`src/rtl/serial_parity_rx.sv`:
```
// Serial-parity link receiver: start, DATA_W data bits LSB first, parity, stop.
// Define PARITY_RX_FIFO_EN for a 2-entry output FIFO instead of a single holding register.
module serial_parity_rx #(
    parameter int unsigned DATA_W     = 8,
    parameter bit          ODD_PARITY = 1'b0
) (
    input  logic              clk,
    input  logic              rst_n,
    input  logic              bit_in,
    input  logic              bit_valid,
    output logic [DATA_W-1:0] out_data,
    output logic              out_valid,
    input  logic              out_ready,
    output logic              parity_err,
    output logic              frame_err,
    output logic              overrun,
    output logic              busy
);

    localparam int unsigned CNT_W  = (DATA_W > 1) ? $clog2(DATA_W) : 1;
    localparam int unsigned WORD_W = DATA_W + 2;
    localparam logic [CNT_W-1:0] LAST_BIT = CNT_W'(DATA_W - 1);

    typedef enum logic [1:0] {
        S_IDLE,
        S_DATA,
        S_PARITY,
        S_STOP
    } state_t;

    state_t            state;
    logic [CNT_W-1:0]  bit_cnt;
    logic [DATA_W-1:0] shift_reg;
    logic [DATA_W-1:0] shift_next;
    logic              par_acc;
    logic              frame_done;
    logic [WORD_W-1:0] new_word;

    always_comb begin
        shift_next             = shift_reg >> 1;
        shift_next[DATA_W-1]   = bit_in;
    end

    // After the parity strobe par_acc is nonzero exactly when parity mismatched
    assign frame_done = bit_valid && (state == S_STOP);
    assign new_word   = {par_acc, ~bit_in, shift_reg};
    assign busy       = (state != S_IDLE);

    always_ff @(posedge clk or negedge rst_n) begin
        if (!rst_n) begin
            state     <= S_IDLE;
            bit_cnt   <= '0;
            shift_reg <= '0;
            par_acc   <= 1'b0;
        end else if (bit_valid) begin
            case (state)
                S_IDLE: begin
                    if (!bit_in) begin
                        state   <= S_DATA;
                        bit_cnt <= '0;
                        par_acc <= ODD_PARITY;
                    end
                end
                S_DATA: begin
                    shift_reg <= shift_next;
                    par_acc   <= par_acc ^ bit_in;
                    if (bit_cnt == LAST_BIT) begin
                        state <= S_PARITY;
                    end else begin
                        bit_cnt <= bit_cnt + 1'b1;
                    end
                end
                S_PARITY: begin
                    par_acc <= par_acc ^ bit_in;
                    state   <= S_STOP;
                end
                S_STOP:  state <= S_IDLE;
                default: state <= S_IDLE;
            endcase
        end
    end

`ifdef PARITY_RX_FIFO_EN
    logic [WORD_W-1:0] spare_word;
    logic              spare_valid;
    logic              pop;

    assign pop = out_valid && out_ready;

    // Head entry lives directly in the output registers; spare_word is the second slot
    always_ff @(posedge clk or negedge rst_n) begin
        if (!rst_n) begin
            out_data    <= '0;
            out_valid   <= 1'b0;
            parity_err  <= 1'b0;
            frame_err   <= 1'b0;
            overrun     <= 1'b0;
            spare_word  <= '0;
            spare_valid <= 1'b0;
        end else begin
            overrun <= 1'b0;
            if (pop) begin
                if (spare_valid) begin
                    {parity_err, frame_err, out_data} <= spare_word;
                    spare_valid <= frame_done;
                    if (frame_done) begin
                        spare_word <= new_word;
                    end
                end else if (frame_done) begin
                    {parity_err, frame_err, out_data} <= new_word;
                end else begin
                    out_valid <= 1'b0;
                end
            end else if (frame_done) begin
                if (!out_valid) begin
                    out_valid <= 1'b1;
                    {parity_err, frame_err, out_data} <= new_word;
                end else if (!spare_valid) begin
                    spare_valid <= 1'b1;
                    spare_word  <= new_word;
                end else begin
                    overrun <= 1'b1;
                end
            end
        end
    end
`else
    always_ff @(posedge clk or negedge rst_n) begin
        if (!rst_n) begin
            out_data   <= '0;
            out_valid  <= 1'b0;
            parity_err <= 1'b0;
            frame_err  <= 1'b0;
            overrun    <= 1'b0;
        end else begin
            overrun <= 1'b0;
            if (frame_done && (!out_valid || out_ready)) begin
                out_valid <= 1'b1;
                {parity_err, frame_err, out_data} <= new_word;
            end else begin
                if (out_valid && out_ready) begin
                    out_valid <= 1'b0;
                end
                if (frame_done) begin
                    overrun <= 1'b1;
                end
            end
        end
    end
`endif

endmodule

```
`config.mk`:
```
export PLATFORM = sky130hd
export DESIGN_NAME = serial_parity_rx
export DESIGN_NICKNAME = d
export VERILOG_FILES = /design/src/rtl/serial_parity_rx.sv
export SDC_FILE = /design/constraint.sdc
export NUM_CORES = 1
export LEC_CHECK = 0
export BUFFER_PORTS_ARGS = -buffer_cell sky130_fd_sc_hd__buf_2
export CELL_PAD_IN_SITES_DETAIL_PLACEMENT = 2
export CELL_PAD_IN_SITES_GLOBAL_PLACEMENT = 2
export CORE_ASPECT_RATIO = 1.4
export CORE_UTILIZATION = 34
export CTS_CLUSTER_DIAMETER = 60
export DETAILED_ROUTE_END_ITERATION = 6
export PLACE_DENSITY = 0.71
export SLEW_MARGIN = 20
export SYNTH_ARGS = -nofsm -noshare
export SYNTH_HDL_FRONTEND = slang
export SYNTH_SLANG_ARGS = --single-unit
```
`constraint.sdc`:
```
create_clock -name clk -period 1.7 [get_ports clk]
set_clock_uncertainty 0.2 [all_clocks]
set_input_delay 0.255 -clock clk [delete_from_list [all_inputs] [get_ports clk]]
set_output_delay 0.255 -clock clk [all_outputs]
set_load 0.01 [all_outputs]
```
# Yosys cells after proc, flatten, opt, wreduce, memory -nomap -nowiden
# Index checks and enable logic that the tools add are counted.
[totals] input_bits=5 ff_bits=26
[classes] eq_ne=7 muxes=12 addsub=1 n_reduce_logical=15 n_bitwise=2
[op_table] operator="2-bit one-hot mux with 4 select lines" count=1
[op_table] operator="2-bit nonzero test" count=4
[op_table] operator="3-bit 2-to-1 mux" count=2
[op_table] operator="2-bit inequality test, second input constant" count=3
[op_table] operator="3-bit one-hot mux with 2 select lines" count=1
[op_table] operator="3-bit AND reduction" count=2
[op_table] operator="1-bit 2-to-1 mux" count=5
[op_table] operator="2-bit == test, second input constant" count=2
[op_table] operator="2-bit 2-to-1 mux" count=2
[op_table] operator="4-bit AND reduction" count=1
[op_table] operator="3-bit by 1-bit adder with 3-bit output, second input constant" count=1
[op_table] operator="3-bit == test, second input constant" count=1
[op_table] operator="1-bit logical AND" count=3
[op_table] operator="2-bit by 1-bit == test with 1-bit output, second input constant" count=1
[op_table] operator="2-bit logical NOT" count=1
[op_table] operator="1-bit one-hot mux with 2 select lines" count=1
[op_table] operator="2-bit AND reduction" count=1
[op_table] operator="2-bit OR reduction" count=1
[op_table] operator="1-bit logical NOT" count=1
[op_table] operator="1-bit logical OR" count=1
[op_table] operator="1-bit NOT" count=1
[op_table] operator="1-bit XOR" count=1

# Depth between registers and ports, before layout
# Gate-level depths: netlist of the first run.
[depth] ltp_word=4 depth_mapped=5 depth_no_buf=5

# Worst setup path after synthesis of the first run
# OpenSTA, ideal clock, no wires.
[synth_path] path_kind="reg2reg" from="reg state[1]" to="reg bit_cnt[0]" synth_period_minus_slack_ns=1.666 setup_ns=0.125 slack_ns=0.034 stages_incl_launch_ff=5 arrival_time_ns=1.341 n_path_buf=0 path_cell_list="dfrtp_1 -> inv_1 -> ha_1 -> o2111ai_2 -> mux2_2"
[synth_between] elab_chain_len=3 elab_cells_between_ends=7 cone_classes="eq/ne: 3; mux: 1; reduce/logical: 3"
[synth_lines] element="start, declared" line_no="31" rtl="state_t state;"
[synth_lines] element="start signal, assigned" line_no="51" rtl="state <= S_IDLE;"
[synth_lines] element="start signal, assigned" line_no="59" rtl="state <= S_DATA;"
[synth_lines] element="start signal, assigned" line_no="68" rtl="state <= S_PARITY;"
[synth_lines] element="2-bit by 1-bit == test with 1-bit output / 2-bit logical NOT (equally long branches)" line_no="56" rtl="case (state)"
[synth_lines] element="2-bit inequality test (no source line) / 2-bit nonzero test (equally long branches)"
[synth_lines] element="4-bit AND reduction (no source line)"
[synth_lines] element="end signal, assigned" line_no="70" rtl="bit_cnt <= bit_cnt + 1'b1;"
[synth_lines] element="end, declared" line_no="32" rtl="logic [CNT_W-1:0] bit_cnt;"
# Several ways; a longest one is shown, not always the timed one.
# A chain may end at the register's enable or synchronous reset.

# Worst setup path in the final report of the first run
[layout_path] from="reg bit_cnt[0]" to="reg state[1]"
[layout_between] elab_chain_len=3
[layout_lines] element="3-bit == test" line_no="67" rtl="if (bit_cnt == LAST_BIT) begin"
[layout_lines] element="2-bit inequality test (no source line)"
[layout_lines] element="3-bit AND reduction (no source line)"
[layout_lines] element="end signal, assigned" line_no="68"
[layout_lines] element="end signal, assigned" line_no="75" rtl="state <= S_STOP;"
[layout_lines] element="end signal, assigned" line_no="77" rtl="S_STOP: state <= S_IDLE;"
# Every way passes these cells.

==> results of run 1 <==
## where the power goes
group,switching [W],internal (W),leakage (nW),total [W]
clock,0.000183,0.000207,0.0288,0.000390
combinational,0.000496,0.000619,0.373,0.00112
sequential,0.000175,0.000882,0.328,0.00106
## placed cells by master, fill, tap and decap left out, types with 4 or more instances in the layout
cell                       count
sky130_fd_sc_hd__nand2_1       5
sky130_fd_sc_hd__buf_4         7
sky130_fd_sc_hd__buf_2        17
sky130_fd_sc_hd__dfrtp_1      25
sky130_fd_sc_hd__inv_1         5
sky130_fd_sc_hd__ha_1          4
sky130_fd_sc_hd__clkbuf_8      4
sky130_fd_sc_hd__mux2i_1       4
sky130_fd_sc_hd__mux2_2       19
## cell usage after synthesis
master / count / area [sq um]
sky130_fd_sc_hd__nand2_1: 5 / 18.77
sky130_fd_sc_hd__inv_1: 7 / 26.28
sky130_fd_sc_hd__or2b_1: 1 / 7.510
sky130_fd_sc_hd__buf_6: 1 / 11.26
sky130_fd_sc_hd__nor2b_4: 1 / 13.76
sky130_fd_sc_hd__nor2b_1: 2 / 12.51
sky130_fd_sc_hd__nand4_1: 1 / 6.260
sky130_fd_sc_hd__dfrtp_1: 26 / 650.6
sky130_fd_sc_hd__nand2_2: 2 / 12.51
sky130_fd_sc_hd__ha_1: 8 / 100.1
sky130_fd_sc_hd__mux2_2: 19 / 214.0
sky130_fd_sc_hd__nand2b_4: 1 / 13.76
sky130_fd_sc_hd__nand2b_1: 1 / 6.260
sky130_fd_sc_hd__o21ai_0: 1 / 5.000
sky130_fd_sc_hd__nand3_1: 2 / 10.01
sky130_fd_sc_hd__o2111ai_2: 1 / 15.01
sky130_fd_sc_hd__mux2i_1: 4 / 40.04
sky130_fd_sc_hd__o211ai_1: 1 / 7.510
sky130_fd_sc_hd__nor2_1: 2 / 7.510
## final cells by class
| class | count | area [sq um] | area share (%) |
|---|---|---|---|
| tap | 39 | 48.80 | 3.308 |
| sequential | 26 | 651.9 | 44.19 |
| clock buffer | 4 | 55.05 | 3.732 |
| multi-input combinational | 52 | 525.5 | 35.62 |
| inverter | 7 | 26.28 | 1.781 |
| timing repair buffer | 26 | 167.7 | 11.37 |
## path summary, 6_finish.rpt
| kind | cells past startpoint | end | from |
|---|---|---|---|
| setup / recovery | 5 | state[1]$_DFFE_PN0P_ | bit_cnt[0]$_DFFE_PN0P_ |
| hold / removal | 3 | overrun$_DFF_PN0_ | out_ready |
| min in group asynchronous | 2 | out_data[6]$_DFFE_PN0P_ | rst_n |
| hold reg to reg | 1 | shift_reg[0]$_DFFE_PN0P_ | shift_reg[0]$_DFFE_PN0P_ |
| max in group asynchronous | 2 | state[0]$_DFFE_PN0P_ | rst_n |
| setup reg to reg | 5 | state[1]$_DFFE_PN0P_ | bit_cnt[0]$_DFFE_PN0P_ |
## cell families after synthesis
| group | count (synthesis) | share of synthesized area (%) |
|---|---|---|
| AO/OA/AOI/OAI | 3 | 2.335 |
| adder cells (fa/ha/maj) | 8 | 8.493 |
| buffers and inverters | 8 | 3.185 |
| flip-flops | 26 | 55.20 |
| multiplexers | 23 | 21.55 |
| AND/OR/NAND/NOR | 18 | 9.236 |
## worst min-delay path, stage by stage
cell and delay, ps:
sky130_fd_sc_hd__buf_2 80, sky130_fd_sc_hd__nand2b_4 120, sky130_fd_sc_hd__nor2_1 40
## routing by layer
| metal | global-route usage (%) | vias up | share of wire [%] | wire (um) |
|---|---|---|---|---|
| li1 | - | 349 | - | - |
| met4 | 4.505 | 0 | 0.84 | 19 |
| met1 | 16.49 | 381 | 40 | 916 |
| met2 | 26.55 | 9 | 57 | 1292 |
| met5 | 0 | - | 0 | 0 |
| met3 | 1.911 | 2 | 1.8 | 42 |
## metrics by stage
stage          instances  power (W)  setup slack (ps)
3_3_place_gp         147   0.002013           -0.1773
3_5_place_dp         147   0.002095            -35.06
5_1_grt              154   0.002761             7.463
6_report             154   0.002563             54.38
4_1_cts              153   0.002519            -11.32
2_1_floorplan         86   0.001684             34.30
## what timing repair did
item,in CTS,in global routing
gates resized for setup,2,8
pin swaps,0,1
endpoints found under the hold margin,26,0
hold buffers,1,0
buffers inserted,1,1
endpoints found under the setup margin,2,23
==> run summary, run 1 <==
The run finished with clean final reports. Cells fill 45.91% of the core in the end. The detailed-route wire length came out at 2271 um.

Derived from the worst setup path, the maximum achievable clock frequency is 607.7 MHz. The slowest stage cell on the critical path is sky130_fd_sc_hd__dfrtp_1. Each instance of the synthesized netlist takes up on average 13.71 sq um.

The placed standard-cell area is 1346 sq um. The number of antenna violations at the first check in global routing came out at 0. The final global-route overflow total came out at 0.

The area of the die came out at 3709 sq um. The detail route stage leaves a number of antenna-violating nets equal to 0. The netlist area before placement is 1179 sq um. The setup path with the least slack is of type flop to flop. On the critical path the largest part of the delay comes from flip-flops.

In this run the worst hold path is classified as input pin to flop. The repair_antennas step left the layout with diodes totalling 0. The final critical path takes up 96.80% of the cycle. Among the stages of the critical path, the cell type that occurs most often is sky130_fd_sc_hd__ha_2. The leakage power figure came out at 0.7299 nW. The transition time at the pin with the least slew margin came out at 579.3 ps. The number of hold violations in the final report is 0. The worst pin sits at a relative slew slack of 61.38%. The fraction of layout cells with a size suffix above 1 came out at 53.04%. Summed over all nets, the half-perimeter wirelength after detailed placement is 1763 um. Setup repair after global routing left no endpoint under its margin. The maximum vdd ir drop came out at 0.0007645 V.

Setup violations remaining at the end of the flow were counted as 0. Routability-driven placement finished with a final weighted congestion of 0.6637. The largest net degree at the start of global routing came out at 27. The synthesized netlist cell count is 86. Yosys printed 0 warnings.

For the worst setup path, the data arrival time is 1600 ps. The number of buffers added by the clock tree synthesis step is 3. The total track usage came out at 14.33%. Together, buffers and inverters on the worst path number 0. The initial utilization of the core area, before any placement, comes to 36.68%.

The number of vias per cell came out at 4.812. The cell area after layout came out at 1475 sq um. Clock-pin slew was measured on the worst setup and hold paths at 90 ps. The count of final max-slew check failures came to 0.

The number of filler cells placed in the layout came out at 335. In this run, the number of DRC markers left after iteration 0 of detailed routing was 4. The number of H-tree levels is 1.

The type of destination of the critical path is a flop. The post-detailed-route wirelength per cell is 14.75 um. The maximum net fanout on the critical path came out at 2. The die outline height came out at 71.67 um.

The later pin in the worst-skew pair is clocked with a latency of 260 ps. The clock tree root buffer cell is sky130_fd_sc_hd__clkbuf_8. The power density over the cells came out at 1737 nW/um^2.

The count of buffers inserted at the top-level ports is 17. TritonCTS built the clock tree. The wire length of the first global-routing pass is 4008 um. The standard-cell row count is 24. The register-to-register setup slack came out at 50 ps. The required time reported for the critical path endpoint is 1650 ps. The die extent in x came out at 51.76 um. The sequential-to-total area share from yosys stat came out at 55.20%. The via count of the first global-routing pass was 846.

The post-synthesis net count is 99. The routed via count came out at 741. The growth of design area from synthesis to finish is 25.16%.

The number of design rule violations left after detail routing came out at 0. Walking the worst path, the cells encountered are ha_2 > ha_2 > nand2b_1 > nand3_2 > mux2_2. The post-route worst hold slack is 50.11 ps. STA classifies the critical path startpoint as a flop. The clock net in this run drives a total of 26 sinks.

The number of maximum-capacitance violations came out at 0. The number of ports placed on the die boundary is 18. The minimum period implied by the final worst setup slack came out at 1646 ps. The maximum root-to-sink buffer count is 2. Before antenna repair, the detailed router went through 2 iterations. The number of register bits inferred by synthesis came out at 26.

For this run, the slowest stage of the critical path takes 410 ps. The number of distinct library cells after synthesis is 19. The total negative setup slack is 0 ps. The final layout net count came out at 129. The area of the placeable core is 3213 sq um.
Power figures use the tool's default switching activity.
==> run 2: changes to the inputs <==
Settings changed: ABC_AREA set to 1, CORE_UTILIZATION 34 to 30.
==> run 2 against run 1 <==
Hold slack improved by 23 ps. Combinational power decreased by 9.8%. Global-route usage increased by 0.27 points. Sequential share of layout area increased by 1.0 points. Final area decreased by 2.1%. Power decreased by 0.61%. Count of clock-buffer cells in the layout decreased by 1. Maximum frequency increased by 0.35%. Critical path type is now flop to output pin. Synthesized cell count increased by 56%.
==> run summary, run 2 <==
By area the synthesized netlist is led by sky130_fd_sc_hd__dfrtp_1, sky130_fd_sc_hd__nand2_1, sky130_fd_sc_hd__ha_1. The maximum vdd ir drop came to 0.0009443 V (+24%). The synthesized area per cell came out at 9.057 sq um (-34%).

The register-to-register setup slack is 150 ps (+100 ps). The timing-limited maximum frequency is 609.8 MHz (+0.35%). The count of final max-slew check failures was 0 (unchanged). The most area-hungry cell type in the Yosys netlist is sky130_fd_sc_hd__dfrtp_1. The flow ran to the end, and the final reports show no timing, DRC or antenna violations.

The final cycle utilization of the critical path came out at 96.46% (-0.34 points). The leakage power figure came to 0.7935 nW (+8.7%). The area of the die came out at 4307 sq um (+16%). The total track usage came out at 14.60% (+0.27 points). The sequential-to-total area share from yosys stat came to 53.61% (-1.6 points). The standard-cell row count was 27 (+13%).

The number of hold violations in the final report came out at 0 (unchanged). The number of register bits inferred by synthesis came to 26 (unchanged). The proportion of register bits with asynchronous set or reset after synthesis is 100.0% (unchanged). The clock latency reported for the late side of the worst-skew pair is 270 ps (about the same).

The area fraction of the dominant cell type after synthesis came out at 53.61% (-1.6 points). The number of distinct library cells after synthesis came to 14 (-5). The netlist area before placement is 1214 sq um (+3.0%). The initial detailed-routing violation count came out at 26 (+22).

In this run the worst hold path is classified as input pin to flop. The worst slew slack as a fraction of its limit was 60.13% (-1.2 points). The total chip power came out at 0.002547 W (-0.61%). The number of buffers added by the clock tree synthesis step is 3 (unchanged). The HPWL after detailed placement came out at 2097 um (+19%). The count of yosys warnings during synthesis came out at 0 (unchanged). Setup repair after global routing left no endpoint under its margin.

The wire length of the first global-routing pass came out at 4968 um (+24%). The required time reported for the critical path endpoint is 1240 ps (-410 ps). The final antenna-violating net count came to 0 (unchanged). The minimum period implied by the final worst setup slack came to 1640 ps (-5.760 ps).

The cell area after layout is 1444 sq um (-2.1%). Yosys instantiated no cell more often than sky130_fd_sc_hd__nand2_1. Ranked by instance count, the synthesized netlist is headed by sky130_fd_sc_hd__nand2_1, sky130_fd_sc_hd__dfrtp_1, sky130_fd_sc_hd__inv_1. The data arrival at the endpoint of the critical path is 1180 ps (-420 ps). The kind of start point of the critical path is a flop. The transition time at the pin with the least slew margin was 598.0 ps (+18.70 ps). The number of diodes was 0 (unchanged). The number of standard cells in the layout, taps in and fillers out came out at 198 (+29%). The total placed cells including tap cells was 192 (+31%). The placed standard-cell area was 1330 sq um (-1.2%). The number of ports placed on the die boundary is 18 (unchanged). The iteration count of the initial detailed-routing pass is 4 (+2). The number of maximum-capacitance violations is 0 (unchanged). TritonCTS built the clock tree.

The via count of the first global-routing pass is 1,067 (+26%). The post-synthesis net count is 147 (+48%). The area of the placeable core came out at 3919 sq um (+22%).

The number of design rule violations left after detail routing came out at 0 (unchanged). The count of buffers inserted at the top-level ports is 17 (unchanged). The number of enable-type register cells in the synthesized netlist was 0 (unchanged). The number of vias per cell came to 4.747 (-1.3%). The final setup violation count is 0 (unchanged). From synthesis to final layout, the design area changed by 18.97%. The largest net degree at the start of global routing is 27 (unchanged). The final layout net count is 169 (+31%).

The synthesized netlist cell count came out at 134 (+56%). The fraction of layout cells with a size suffix above 1 is 27.74% (-25 points). The number of H-tree levels came out at 1 (unchanged). In the layout the commonest cells are sky130_fd_sc_hd__nand2_1, sky130_fd_sc_hd__dfrtp_1, sky130_fd_sc_hd__buf_2. The power density over the cells is 1764 nW/um^2 (+1.5%). The detailed-route wire length came out at 2890 um (+27%). The final global-route overflow total was 0 (unchanged). The post-route worst hold slack came out at 73.41 ps (+23.30 ps). The post-detailed-route wirelength per cell was 14.60 um (-1.0%). The die extent in x came to 55.76 um (+7.7%). The die outline height is 77.26 um (+7.8%). The CTS sink count came out at 26 (unchanged). The commonest register cell after synthesis is sky130_fd_sc_hd__dfrtp_1.

The clock tree root buffer cell is sky130_fd_sc_hd__clkbuf_8. The leading cell type in the layout, fill and taps excluded is sky130_fd_sc_hd__nand2_1. STA classifies the critical path endpoint as an output pin. The maximum root-to-sink buffer count came out at 2 (unchanged). The share of the core filled with cells in the final layout is 36.85% (-9.1 points).

The number of antenna violations at the first check in global routing is 0 (unchanged). The clock-pin slew reported for the worst setup and hold paths after clock tree synthesis was 100 ps (about the same). The routed via count came out at 940 (+27%). The routability congestion estimate from global placement came to 0.7922 (+19%).

The worst setup path is of the flop to output pin kind. The maximum net fanout on the critical path is 5 (+3). The initial core utilization came out at 30.97% (-5.7 points).
==> run 2: cell types whose count changed after synthesis, moves of 4 or more <==
cell / change
sky130_fd_sc_hd__o21ai_0: +7
sky130_fd_sc_hd__nor2_1: +6
sky130_fd_sc_hd__mux2_2: -19
sky130_fd_sc_hd__o21ai_2: +8
sky130_fd_sc_hd__mux2i_1: -4
sky130_fd_sc_hd__nand2_1: +43
sky130_fd_sc_hd__inv_1: +9
==> run 2: repair_timing <==
item	4_1_cts	5_1_grt
setup buffers	0	1
gates resized for setup	5	5
endpoints found under the setup margin	9	10
hold buffers	1	0
endpoints found under the hold margin	26	0
==> run 2: worst max-delay path, stage by stage, from the launching register on <==
cell and delay (ps):
sky130_fd_sc_hd__dfrtp_2 460, sky130_fd_sc_hd__inv_2 120, sky130_fd_sc_hd__ha_4 170, sky130_fd_sc_hd__inv_1 40
sky130_fd_sc_hd__buf_2 130
==> run 2: stage by stage <==
step,TNS [ps],setup slack [ps]
CTS,0,48.81
detailed placement,-26.91,-14.61
global route,0,2.184
floorplan,0,258.2
finish,0,60.14
global placement,0,127.2
==> run 2: cell type report <==
type	count	area, sq um
Clock buffer	3	41.29
Timing Repair Buffer	19	102.6
Sequential cell	26	653.1
Multi-Input combinational cell	89	499.2
Clock inverter	1	30.03
Inverter	17	63.81
Tap cell	43	53.80
Fill cell	449	2475
==> run 2: report_power, final <==
group | total, W | switching, W | internal [W]
clock | 0.000519 | 0.000204 | 0.000315
sequential | 0.00102 | 0.000158 | 0.000861
combinational | 0.00101 | 0.000625 | 0.000385
==> run 2: final timing paths <==
check | from | end | depth (start not counted)
worst max register to register | bit_cnt[0]$_DFFE_PN0P_ | bit_cnt[1]$_DFFE_PN0P_ | 8
worst max-delay path | state[1]$_DFFE_PN0P_ | busy | 4
max in group asynchronous | rst_n | state[0]$_DFFE_PN0P_ | 2
min in group asynchronous | rst_n | out_data[3]$_DFFE_PN0P_ | 2
worst min register to register | out_data[0]$_DFFE_PN0P_ | out_data[0]$_DFFE_PN0P_ | 2
worst min-delay path | bit_in | frame_err$_DFFE_PN0P_ | 2
==> run 2: cells by family after synthesis <==
family                   Yosys count  share of synthesized area (%)
AND/OR/NAND/NOR                   63                          20.82
flip-flops                        26                          53.61
buffers and inverters             19                          7.113
AO/OA/AOI/OAI                     18                          10.21
adder cells (fa/ha/maj)            8                          8.248
==> run 2: metal layers <==
metal	routed length (um)	track usage, %
met1	1174	16.86
met2	1622	27.23
met3	52	1.180
met4	42	5.750
met5	0	0
==> run 3: changes to the inputs <==
Settings changed: RECOVER_POWER set to 25, SLEW_MARGIN 20 to unset.
==> run 3 against run 2 <==
Combinational power hardly changed. Critical endpoint unchanged. Register-to-register slack about the same. Setup slack did not move. Largest cell class unchanged.
==> run summary, run 3 (synthesis gave the netlist of run 2 again) <==
The number of cells on the worst hold path is 2 (unchanged). The library cell used most frequently in the layout, excluding fill and tap cells, is sky130_fd_sc_hd__nand2_1. The number of antenna violations at the first check in global routing came out at 0 (unchanged). The maximum root-to-sink buffer count is 2 (unchanged). The standard-cell row count came out at 27 (unchanged).

The total track usage is 14.60% (unchanged). The iteration count of the initial detailed-routing pass came to 4 (unchanged). Setup repair after global routing left no endpoint under its margin. The timing-limited maximum frequency was 609.8 MHz (unchanged). The number of ports placed on the die boundary is 18 (unchanged).

The clock latency reported for the late side of the worst-skew pair is 270 ps (about the same). The required time reported for the critical path endpoint came to 1240 ps (about the same). The detailed-route wire length is 2891 um (about the same). The slowest stage cell on the critical path is sky130_fd_sc_hd__dfrtp_2. The number of hold violations in the final report is 0 (unchanged). The initial detailed-routing violation count is 26 (unchanged). The pre-CTS worst setup slack was -14.61 ps (unchanged). TritonCTS built the clock tree. The signal on the critical path passes through inv_2 > ha_4 > inv_1 > buf_2. The total chip power came out at 0.002547 W (about the same). The transition time at the pin with the least slew margin came out at 665.2 ps (+67.20 ps).

The type of destination of the critical path is an output pin. The count of buffers inserted at the top-level ports was 17 (unchanged). The maximum vdd ir drop is 0.0009443 V (about the same). The maximum net fanout on the critical path came out at 5 (unchanged). The HPWL after detailed placement is 2097 um (unchanged).

The register-to-register setup slack came out at 150 ps (about the same). The area of the placeable core is 3919 sq um (unchanged). The growth of design area from synthesis to finish is 18.97% (unchanged). The wire length of the first global-routing pass came out at 4968 um (unchanged). The number of vias per cell came to 4.737 (-0.21%). The minimum period implied by the final worst setup slack came to 1640 ps (unchanged). The die outline height came out at 77.26 um (unchanged).

The endpoint identified for the worst register-to-register timing path is bit_cnt[1]$_DFFE_PN0P_. The worst-case setup margin in the final layout is 60.14 ps (unchanged). The end point of the critical path is busy. The top cell types in the final layout, fill and taps aside, are sky130_fd_sc_hd__nand2_1, sky130_fd_sc_hd__dfrtp_1, sky130_fd_sc_hd__buf_2. The final cycle utilization of the critical path is 96.46% (unchanged). The initial core utilization came to 30.97% (unchanged). Tracing the worst setup path back leads to its startpoint at state[1]$_DFFE_PN0P_.

The logic depth of the worst register-to-register path came out at 8 (unchanged). The data arrival at the endpoint of the critical path is 1180 ps (about the same). The die extent in x is 55.76 um (unchanged). The number of design rule violations left after detail routing is 0 (unchanged).

The number of maximum-capacitance violations is 0 (unchanged). The flow ran to the end, and the final reports show no timing, DRC or antenna violations. The number of H-tree levels is 1 (unchanged).

The post-detailed-route wirelength per cell is 14.60 um (about the same). The fraction of layout cells with a size suffix above 1 is 27.74% (unchanged). The routability congestion estimate from global placement came to 0.7922 (unchanged). The final global-route overflow total came out at 0 (unchanged).

The routed via count came out at 938 (-0.21%). The leakage power figure came out at 0.7937 nW (about the same). The number of buffers added by the clock tree synthesis step came out at 3 (unchanged). The worst setup path is launched from a flop. The count of final max-slew check failures came to 0 (unchanged). The number of diodes came out at 0 (unchanged). The clock-pin slew reported for the worst setup and hold paths after clock tree synthesis is 100 ps (about the same). The CTS sink count is 26 (unchanged). The tree is rooted in a sky130_fd_sc_hd__clkbuf_8. The worst slew slack as a fraction of its limit came to 55.65% (-4.5 points). The highest cell delay on the worst timing path is 460 ps (about the same).

The largest net degree at the start of global routing is 27 (unchanged). The final setup violation count is 0 (unchanged). The via count of the first global-routing pass came out at 1,067 (unchanged).

The total negative setup slack came to 0 ps (unchanged). The path class of the tightest hold or removal check is input pin to flop. The final antenna-violating net count is 0 (unchanged).

The startpoint identified for the worst register-to-register timing path is bit_cnt[0]$_DFFE_PN0P_. The final layout net count is 169 (unchanged). The area of the die came out at 4307 sq um (unchanged).

The critical path is of the flop to output pin type. The power density over the cells came out at 1764 nW/um^2 (about the same).
[run 3: changes by cell type in the layout (fill, tap and decap cells not counted)]
cell,change
sky130_fd_sc_hd__clkbuf_2,+1
sky130_fd_sc_hd__buf_2,-1
[run 3: layout make-up]
class,instances,area [sq um]
clock buffers,3,41.29
clock inverters,1,30.03
fillers,449,2475
inverters,17,63.81
multi-input cells,89,499.2
flip-flops and latches,26,653.1
well taps,43,53.80
repair buffers,19,102.6
[run 3: repair_timing]
| action | in CTS | in global routing |
|---|---|---|
| endpoints found under the setup margin | 9 | 10 |
| resized for setup | 5 | 5 |
| buffers inserted | 0 | 1 |
| hold buffers | 1 | 0 |
| hold endpoints to repair | 26 | 0 |
[run 3: how the worst min path moves through the flow]
stage / startpoint / end
floorplan: rst_n / bit_cnt[0]$_DFFE_PN0P_
global placement: rst_n / out_data[1]$_DFFE_PN0P_
detailed placement: rst_n / out_data[0]$_DFFE_PN0P_
CTS: bit_in / frame_err$_DFFE_PN0P_
global route: bit_in / frame_err$_DFFE_PN0P_
finish: bit_in / frame_err$_DFFE_PN0P_
[run 3: power by group]
group | internal, W | total [W] | leakage, nW | switching [W]
Sequential | 0.000861 | 0.00102 | 0.337 | 0.000158
Combinational | 0.000385 | 0.00101 | 0.421 | 0.000625
Clock | 0.000315 | 0.000519 | 0.0357 | 0.000204
[run 3: stage by stage]
stage	hold WS (ps)	utilization (%)	instances	instance area [sq um]
floorplan	-240.6	-	134	1214
global placement	85.03	33.94	192	1330
detailed placement	105.4	33.94	192	1330
CTS	71.65	36.40	197	1426
global route	86.45	36.85	198	1444
finish	73.41	36.85	198	1444
[run 3: critical path: cells and delay by family, from the launching register on]
kind	cells	cell delay, ps
flops	1	460
buf+inv	3	290
fa+ha+maj	1	170
[run 3: routing by layer]
metal | up-vias | GRT usage [%] | routed length [um]
li1 | 454 | - | -
met1 | 467 | 16.86 | 1176
met2 | 13 | 27.23 | 1620
met3 | 4 | 1.180 | 52
met4 | 0 | 5.750 | 42
met5 | - | 0 | 0
